**src/rtl/vip_axi4_wr_arbiter.sv**
```systemverilog
// N-to-1 AXI4 write-channel arbiter: round-robin over AW requests, with one
// transaction (AW, W burst, B) in flight at a time and a W burst length check.
module vip_axi4_wr_arbiter #(
    parameter int NR_OF_PORTS_P = 4,
    parameter int ID_WIDTH_P    = 4,
    parameter int ADDR_WIDTH_P  = 32,
    parameter int DATA_WIDTH_P  = 64
) (
    input  logic                                     clk,
    input  logic                                     rst,
    // requester AW
    input  logic [NR_OF_PORTS_P*ID_WIDTH_P-1:0]      req_awid,
    input  logic [NR_OF_PORTS_P*ADDR_WIDTH_P-1:0]    req_awaddr,
    input  logic [NR_OF_PORTS_P*8-1:0]               req_awlen,
    input  logic [NR_OF_PORTS_P*3-1:0]               req_awsize,
    input  logic [NR_OF_PORTS_P*2-1:0]               req_awburst,
    input  logic [NR_OF_PORTS_P-1:0]                 req_awvalid,
    output logic [NR_OF_PORTS_P-1:0]                 req_awready,
    // requester W
    input  logic [NR_OF_PORTS_P*DATA_WIDTH_P-1:0]    req_wdata,
    input  logic [NR_OF_PORTS_P*DATA_WIDTH_P/8-1:0]  req_wstrb,
    input  logic [NR_OF_PORTS_P-1:0]                 req_wlast,
    input  logic [NR_OF_PORTS_P-1:0]                 req_wvalid,
    output logic [NR_OF_PORTS_P-1:0]                 req_wready,
    // requester B
    output logic [NR_OF_PORTS_P*ID_WIDTH_P-1:0]      req_bid,
    output logic [NR_OF_PORTS_P*2-1:0]               req_bresp,
    output logic [NR_OF_PORTS_P-1:0]                 req_bvalid,
    input  logic [NR_OF_PORTS_P-1:0]                 req_bready,
    // master
    output logic [ID_WIDTH_P-1:0]                    awid,
    output logic [ADDR_WIDTH_P-1:0]                  awaddr,
    output logic [7:0]                               awlen,
    output logic [2:0]                               awsize,
    output logic [1:0]                               awburst,
    output logic                                     awvalid,
    input  logic                                     awready,
    output logic [DATA_WIDTH_P-1:0]                  wdata,
    output logic [DATA_WIDTH_P/8-1:0]                wstrb,
    output logic                                     wlast,
    output logic                                     wvalid,
    input  logic                                     wready,
    input  logic [ID_WIDTH_P-1:0]                    bid,
    input  logic [1:0]                               bresp,
    input  logic                                     bvalid,
    output logic                                     bready,
    // status
    output logic [NR_OF_PORTS_P-1:0]                 grant,
    output logic                                     wlast_error
);

    localparam int STRB_W = DATA_WIDTH_P/8;
    localparam int IDX_W  = (NR_OF_PORTS_P > 1) ? $clog2(NR_OF_PORTS_P) : 1;
    localparam logic [IDX_W:0] NP = (IDX_W+1)'(NR_OF_PORTS_P);

    typedef enum logic [1:0] {IDLE, ADDR, DATA, RESP} state_t;

    state_t                   r_state, w_state_nxt;
    logic [NR_OF_PORTS_P-1:0] r_grant, w_grant_nxt;
    logic [IDX_W-1:0]         r_gidx, w_gidx_nxt;
    logic [IDX_W-1:0]         r_rr_ptr, w_rr_ptr_nxt;
    logic [7:0]               r_beat_cnt, w_beat_cnt_nxt;
    logic                     r_wlast_error, w_wlast_error_nxt;

    logic [ID_WIDTH_P-1:0]    w_awid_a    [NR_OF_PORTS_P];
    logic [ADDR_WIDTH_P-1:0]  w_awaddr_a  [NR_OF_PORTS_P];
    logic [7:0]               w_awlen_a   [NR_OF_PORTS_P];
    logic [2:0]               w_awsize_a  [NR_OF_PORTS_P];
    logic [1:0]               w_awburst_a [NR_OF_PORTS_P];
    logic [DATA_WIDTH_P-1:0]  w_wdata_a   [NR_OF_PORTS_P];
    logic [STRB_W-1:0]        w_wstrb_a   [NR_OF_PORTS_P];

    logic             w_act, w_aw_hs, w_w_hs, w_b_hs, w_last_exp;
    logic             w_sel_found;
    logic [IDX_W-1:0] w_sel_idx;
    logic [IDX_W:0]   w_sum, w_inc;

    // Per-port slice views and response/ready demux; only the owner sees anything.
    for (genvar gp = 0; gp < NR_OF_PORTS_P; gp++) begin : g_port
        assign w_awid_a[gp]    = req_awid[gp*ID_WIDTH_P +: ID_WIDTH_P];
        assign w_awaddr_a[gp]  = req_awaddr[gp*ADDR_WIDTH_P +: ADDR_WIDTH_P];
        assign w_awlen_a[gp]   = req_awlen[gp*8 +: 8];
        assign w_awsize_a[gp]  = req_awsize[gp*3 +: 3];
        assign w_awburst_a[gp] = req_awburst[gp*2 +: 2];
        assign w_wdata_a[gp]   = req_wdata[gp*DATA_WIDTH_P +: DATA_WIDTH_P];
        assign w_wstrb_a[gp]   = req_wstrb[gp*STRB_W +: STRB_W];

        assign req_awready[gp] = r_grant[gp] && (r_state == ADDR) && awready;
        assign req_wready[gp]  = r_grant[gp] && (r_state == DATA) && wready;
        assign req_bvalid[gp]  = r_grant[gp] && (r_state == RESP) && bvalid;
        assign req_bid[gp*ID_WIDTH_P +: ID_WIDTH_P] =
            (r_grant[gp] && (r_state == RESP)) ? bid : '0;
        assign req_bresp[gp*2 +: 2] = (r_grant[gp] && (r_state == RESP)) ? bresp : 2'b00;
    end

    assign w_act   = |r_grant;
    assign awid    = w_act ? w_awid_a[r_gidx]    : '0;
    assign awaddr  = w_act ? w_awaddr_a[r_gidx]  : '0;
    assign awlen   = w_act ? w_awlen_a[r_gidx]   : '0;
    assign awsize  = w_act ? w_awsize_a[r_gidx]  : '0;
    assign awburst = w_act ? w_awburst_a[r_gidx] : '0;
    assign awvalid = w_act && (r_state == ADDR) && req_awvalid[r_gidx];
    assign wdata   = w_act ? w_wdata_a[r_gidx]   : '0;
    assign wstrb   = w_act ? w_wstrb_a[r_gidx]   : '0;
    assign wlast   = w_act && req_wlast[r_gidx];
    assign wvalid  = w_act && (r_state == DATA) && req_wvalid[r_gidx];
    assign bready  = w_act && (r_state == RESP) && req_bready[r_gidx];

    assign w_aw_hs    = awvalid && awready;
    assign w_w_hs     = wvalid && wready;
    assign w_b_hs     = bvalid && bready;
    assign w_last_exp = (r_beat_cnt == 8'd0);

    assign grant       = r_grant;
    assign wlast_error = r_wlast_error;

    // Round-robin search: first requester at or after r_rr_ptr, wrapping.
    always_comb begin
        w_sel_found = 1'b0;
        w_sel_idx   = '0;
        w_sum       = '0;
        for (int i = 0; i < NR_OF_PORTS_P; i++) begin
            w_sum = {1'b0, r_rr_ptr} + (IDX_W+1)'(i);
            if (w_sum >= NP)
                w_sum = w_sum - NP;
            if (!w_sel_found && req_awvalid[w_sum[IDX_W-1:0]]) begin
                w_sel_found = 1'b1;
                w_sel_idx   = w_sum[IDX_W-1:0];
            end
        end
    end

    always_comb begin
        w_state_nxt       = r_state;
        w_grant_nxt       = r_grant;
        w_gidx_nxt        = r_gidx;
        w_rr_ptr_nxt      = r_rr_ptr;
        w_beat_cnt_nxt    = r_beat_cnt;
        w_wlast_error_nxt = 1'b0;
        w_inc             = {1'b0, w_sel_idx} + (IDX_W+1)'(1);
        case (r_state)
            IDLE: if (w_sel_found) begin
                w_grant_nxt            = '0;
                w_grant_nxt[w_sel_idx] = 1'b1;
                w_gidx_nxt             = w_sel_idx;
                w_rr_ptr_nxt           = (w_inc >= NP) ? '0 : w_inc[IDX_W-1:0];
                w_state_nxt            = ADDR;
            end
            ADDR: if (w_aw_hs) begin
                w_beat_cnt_nxt = awlen;
                w_state_nxt    = DATA;
            end
            DATA: if (w_w_hs) begin
                w_beat_cnt_nxt    = r_beat_cnt - 8'd1;
                // wlast must coincide exactly with the awlen-derived last beat
                w_wlast_error_nxt = wlast ^ w_last_exp;
                if (wlast || w_last_exp)
                    w_state_nxt = RESP;
            end
            RESP: if (w_b_hs) begin
                w_grant_nxt = '0;
                w_state_nxt = IDLE;
            end
            default: w_state_nxt = IDLE;
        endcase
    end

    always_ff @(posedge clk or posedge rst) begin
        if (rst) begin
            r_state       <= IDLE;
            r_grant       <= '0;
            r_gidx        <= '0;
            r_rr_ptr      <= '0;
            r_beat_cnt    <= '0;
            r_wlast_error <= 1'b0;
        end else begin
            r_state       <= w_state_nxt;
            r_grant       <= w_grant_nxt;
            r_gidx        <= w_gidx_nxt;
            r_rr_ptr      <= w_rr_ptr_nxt;
            r_beat_cnt    <= w_beat_cnt_nxt;
            r_wlast_error <= w_wlast_error_nxt;
        end
    end

endmodule
```
**config.mk**
```make
export PLATFORM = sky130hd
export DESIGN_NAME = vip_axi4_wr_arbiter
export DESIGN_NICKNAME = d
export VERILOG_FILES = /design/src/rtl/vip_axi4_wr_arbiter.sv
export SDC_FILE = /design/constraint.sdc
export NUM_CORES = 1
export LEC_CHECK = 0
export CAP_MARGIN = 20
export CORE_AREA = 2 2 264 266
export DETAILED_ROUTE_END_ITERATION = 10
export DIE_AREA = 0 0 266 268
export PLACE_DENSITY = 0.39
export SLEW_MARGIN = 20
export SYNTH_ARGS = -nofsm -noshare
export SYNTH_HDL_FRONTEND = slang
export SYNTH_SLANG_ARGS = --single-unit
```
**constraint.sdc**
```tcl
create_clock -name clk -period 5.4 [get_ports clk]
set_clock_uncertainty 0.2 [all_clocks]
set_input_delay 1.08 -clock clk [delete_from_list [all_inputs] [get_ports clk]]
set_output_delay 1.08 -clock clk [all_outputs]
set_load 0.02 [all_outputs]
```
== Word-level counts from Yosys, hierarchy flattened ==
Cells that the tools add are included.
Storage, ports and cells
  bits in registers: 19
  bits in latches: 0
  memory bits (writable): 0
  memory bits (read-only): 0
  bits of input ports: 511
  output and inout bits: 166
  word-level logic and storage cells: 170
  memories kept: 0
Operators by class
  $add $sub $neg: 9
  multipliers: 0
  divide/modulo/power cells: 0
  magnitude comparators: 13
  equal/unequal tests: 8
  shift operators: 0
  mux-type cells: 81
  bitwise logic cells: 2
  reduce and logical (&&, ||, !) cells: 51
Operator list (number)
  $mux 64: 3
  $bmux 64 s2: 1
  $mux 32: 3
  $bmux 32 s2: 1
  $mux 8: 8
  $mux 2: 21
  $logic_and 1x1->1: 38
  $mux 4: 9
  $bmux 8 s2: 2
  $lt 2x3->1 const B: 6
  $bmux 1 s2: 8
  $pmux 8 s2: 1
  $ge 3x3->1 const B: 5
  $mux 1: 15
  $mux 3: 3
  $bmux 4 s2: 1
  $logic_not 8->1: 1
  $ne 2x2->1 const B: 4
  $pmux 2 s4: 1
  $pmux 4 s2: 1
  $sub 2x1->2 const B: 4
  $sub 8x1->8 const B: 1
  $add 2x1->3 const B: 2
  $add 2x2->3 const B: 2
  other kinds (18): 23

== Longest topological paths before layout ==
  depth in word-level cells: 20
  gate-level depth with buffers: 11
  mapped depth without buffers: 9

== Worst setup path before layout ==
OpenSTA, ideal clock, no wires.
  path type: register to output
  start point: register r_grant[0] (netlist: grant[0])
  end point: output awaddr[0]
  arrival: 1.852 ns
  required time: 4.120 ns
  setup slack: 2.268 ns
  stages on the path, launching flop included: 7
  buffers on the path: 4
  path through: dfrtp_1 > or4_1 > buf_2 > buf_2 > clkbuf_1 > clkbuf_1 > and2_1
On the way
  cells in the longest elaborated chain, start to end: 2
RTL lines
  start: declaration: RTL line 59  | logic [NR_OF_PORTS_P-1:0] r_grant, w_grant_nxt;
  start signal: assignment: RTL line 178  | r_grant <= w_grant_nxt;
  $reduce_or 4->1: RTL line 96  | assign w_act = |r_grant;
  $mux 32: RTL line 98  | assign awaddr = w_act ? w_awaddr_a[r_gidx] : '0;
  end: declaration: RTL line 32  | output logic [ADDR_WIDTH_P-1:0] awaddr,
Every way passes these cells.

== Final worst setup path ==
  start point: register r_grant[0] (netlist: grant[0])
  end point: output wdata[21]
On the way
  cells in the longest elaborated chain, start to end: 2
RTL lines
  $reduce_or 4->1: RTL line 96
  $mux 64: RTL line 103  | assign wdata = w_act ? w_wdata_a[r_gidx] : '0;
  end: declaration: RTL line 38  | output logic [DATA_WIDTH_P-1:0] wdata,
Every way passes these cells.

==> flow_metrics.tcl <==
set metrics [dict create \
    status "complete, no violations" \
    totalNegativeSetupSlack_ns 0 \
    ys_types 48 \
    ant_nets 0 \
    cp_max_fo 36 \
    timing.final.ws_setup_ns 1.17 \
    cts_buffer_depth 2 \
    tightest_slew_ns 0.883 \
    via_per_inst 3.53 \
    die_w_um 266 \
    finalHoldViolCount 0 \
    maxSlewHeadroom 0.411 \
    syn2layout_area_growth_pct 147 \
    clk_latency_ns 0.26 \
    async_reset_ff_frac 1.00 \
    period_share 0.782 \
    ys_top_cells_by_area "mux4_2 (52%), and2_1 (14%), dfrtp_1 (8.9%), and3_1 (4.8%), ha_1 (2.3%)" \
    antenna_found_initial 12 \
    grt_pass1_wl_um 59300 \
    post_cts_resized 0 \
    crit_arrival_ns 2.95 \
    start_util 0.0787 \
    hpwl_um 38200 \
    cts_buffers 3 \
    grt_use_met3 0.0311 \
    use_met2 0.215 \
    ys_ff_latch 19 \
    cts_tree "yes" \
    dp_slack_ns 1.14 \
    fin_nets 1637 \
    leakagePower_nw 4.63 \
    yosys.area.top_type "mux4_2" \
    die_area_um2 71300 \
    routabilityCongestion 0.823 \
    fp.coreArea_um2 68200 \
    grt_pass1_vias 7622 \
    ir_drop_mv 0.217 \
    cts_sinks 19 \
    fillCellCount 7459 \
    port_buffers 676 \
    max_freq_ghz 0.237 \
    hold_slack_ns 0.325 \
    start_kind "register" \
    worst-setup-path-type "reg -> out" \
    grt_setup_unrepaired "no" \
    seq_area_frac_synth 0.0886 \
    grt_util_all_layers 0.116 \
    synth_area_um2 5370 \
    syn-instance-count 474 \
    synth_top_cell_area_share 0.520 \
    maxSlewViolCount 0 \
    placement.cell_area_um2 13200 \
    required_ns 4.12 \
    p_per_area_nw_per_um2 466 \
    crit_path_end_kind "output pin" \
    route.detailed.drc 0 \
    stdcell_area_um2 13300 \
    clkTransAtPathRegs_ns 0.06 \
    drt-total-wl_um 43500 \
    drt_iter0_markers 187 \
    drt-pass1-iter-count 4 \
    ios 677 \
    setup_viol 0 \
    gr-usage-met1 0.130 \
    grt-ovfl-total 0 \
    cts_hold_buf 0 \
    busiest_layer "met2" \
    die_y_um 268 \
    clock_tree.root_cell "clkbuf_16" \
    htreeDepth 1 \
    syn_area_per_cell_um2 11.3 \
    yosys_warnings 0 \
    post-route-util 0.195 \
    synth-edff-count 0 \
    drive_above_1_share 0.139 \
    period_needed_ns 4.23 \
    fp-row-count 96 \
    syn_nets 995 \
    hold_path_class "reg -> reg" \
    vias 7067 \
    max-cap-violations 0 \
    wl_per_cell_um 21.7 \
    post-cts-setup-buffer-count 0 \
    grt_max_degree 60 \
    synth_flop_cell "dfrtp_1" \
]
==> state kept, by name, indices dropped and copies added (netlist names) <==
signal / count
grant: 4
r_rr_ptr: 2
r_gidx: 2
wlast_error: 1
r_beat_cnt: 8
r_state: 2
==> metal layers <==
layer,part of all wire,up-vias
met5,0,-
met4,0.033,0
met3,0.081,41
met2,0.52,388
met1,0.37,3450
li1,-,3188
==> cell families (layout without fill, tap and decap cells) <==
| logic type | Yosys count | count (layout) | share of synthesized area |
|---|---|---|---|
| compound gates | 42 | 42 | 0.0660 |
| buf+inv | 72 | 713 | 0.0585 |
| mux | 131 | 131 | 0.534 |
| fa+ha+maj | 10 | 10 | 0.0233 |
| simple gates | 200 | 200 | 0.230 |
| flops | 19 | 19 | 0.0886 |
| other cells | 0 | 6 | 0 |
==> Yosys cell counts (2+ instances only) <==
| cell | count |
|---|---|
| ha_1 | 10 |
| nor2_1 | 8 |
| buf_1 | 6 |
| buf_6 | 3 |
| buf_2 | 17 |
| o21a_1 | 2 |
| nand2b_1 | 4 |
| nand3_1 | 2 |
| o31ai_1 | 3 |
| inv_1 | 16 |
| nor4b_1 | 3 |
| clkbuf_1 | 29 |
| a2111o_1 | 2 |
| o22ai_1 | 2 |
| a22o_1 | 8 |
| and2_1 | 121 |
| mux2_2 | 3 |
| a211oi_1 | 2 |
| mux4_2 | 124 |
| mux2i_1 | 4 |
| and3_1 | 41 |
| dfrtp_1 | 19 |
| nand4_1 | 2 |
| nor3_1 | 4 |
| o21ai_0 | 5 |
| or4_1 | 2 |
| a21oi_1 | 5 |
| nand2_1 | 4 |
| nor4_1 | 4 |
==> power breakdown <==
group | leakage (nW) | switching, W | internal [W]
Sequential | 0.234 | 0.000173 | 0.000210
Combinational | 4.36 | 0.00284 | 0.00280
Clock | 0.0382 | 0.0000578 | 0.000101
==> layout make-up <==
type	count	area, um2	share of cell area
repair buffers	692	6950	0.523
multi-input cells	383	4580	0.345
well taps	882	1100	0.0831
flip-flops and latches	19	483	0.0364
clock buffers	4	78.8	0.00594
inverters	17	63.8	0.00481
diodes	6	15.0	0.00113
==> worst max-delay path, stage by stage (launching register included) <==
cell and delay [ns]:
dfrtp_1 0.56, or4_4 0.85, buf_4 0.33, and2_1 0.17
clkdlybuf4s50_1 0.71
==> path summary, 6_finish.rpt <==
kind / end / from / slack (ns) / depth (start not counted)
setup / recovery: wdata[21] / grant[0] / 1.17 / 4
hold / removal: r_beat_cnt[7] / r_beat_cnt[7] / 0.33 / 1
setup reg to reg: r_state[1] / grant[0] / 2.11 / 8
hold reg to reg: r_beat_cnt[7] / r_beat_cnt[7] / 0.33 / 1
max in group asynchronous: r_gidx[1] / rst / 3.27 / 2
min in group asynchronous: r_beat_cnt[0] / rst / 1.10 / 2
==> placed cells by master, fill, tap and decap left out, types with 2 or more instances in the layout <==
cell type,synthesis,final
clkdlybuf4s50_1,0,676
mux4_2,124,124
and2_1,121,121
and3_1,41,41
dfrtp_1,19,17
inv_1,16,16
buf_4,0,11
ha_1,10,10
nor2_1,8,8
a22o_1,8,8
diode_2,0,6
a21oi_1,5,5
o21ai_0,5,5
buf_12,0,5
nor4_1,4,4
nor3_1,4,4
nand2_1,4,4
mux2i_1,4,4
nand2b_1,4,4
o31ai_1,3,3
nor4b_1,3,3
mux2_2,3,3
clkbuf_16,0,3
nand3_1,2,2
o21a_1,2,2
a211oi_1,2,2
o22ai_1,2,2
a2111o_1,2,2
nand4_1,2,2
dfrtp_4,0,2
==> stage by stage <==
stage | power [W] | instances
floorplan | 0.00341 | 474
global placement | 0.00620 | 1993
detailed placement | 0.00620 | 1993
CTS | 0.00639 | 1997
global route | 0.00663 | 2000
finish | 0.00618 | 2003
No activity file was read; power rests on OpenSTA's default activity.
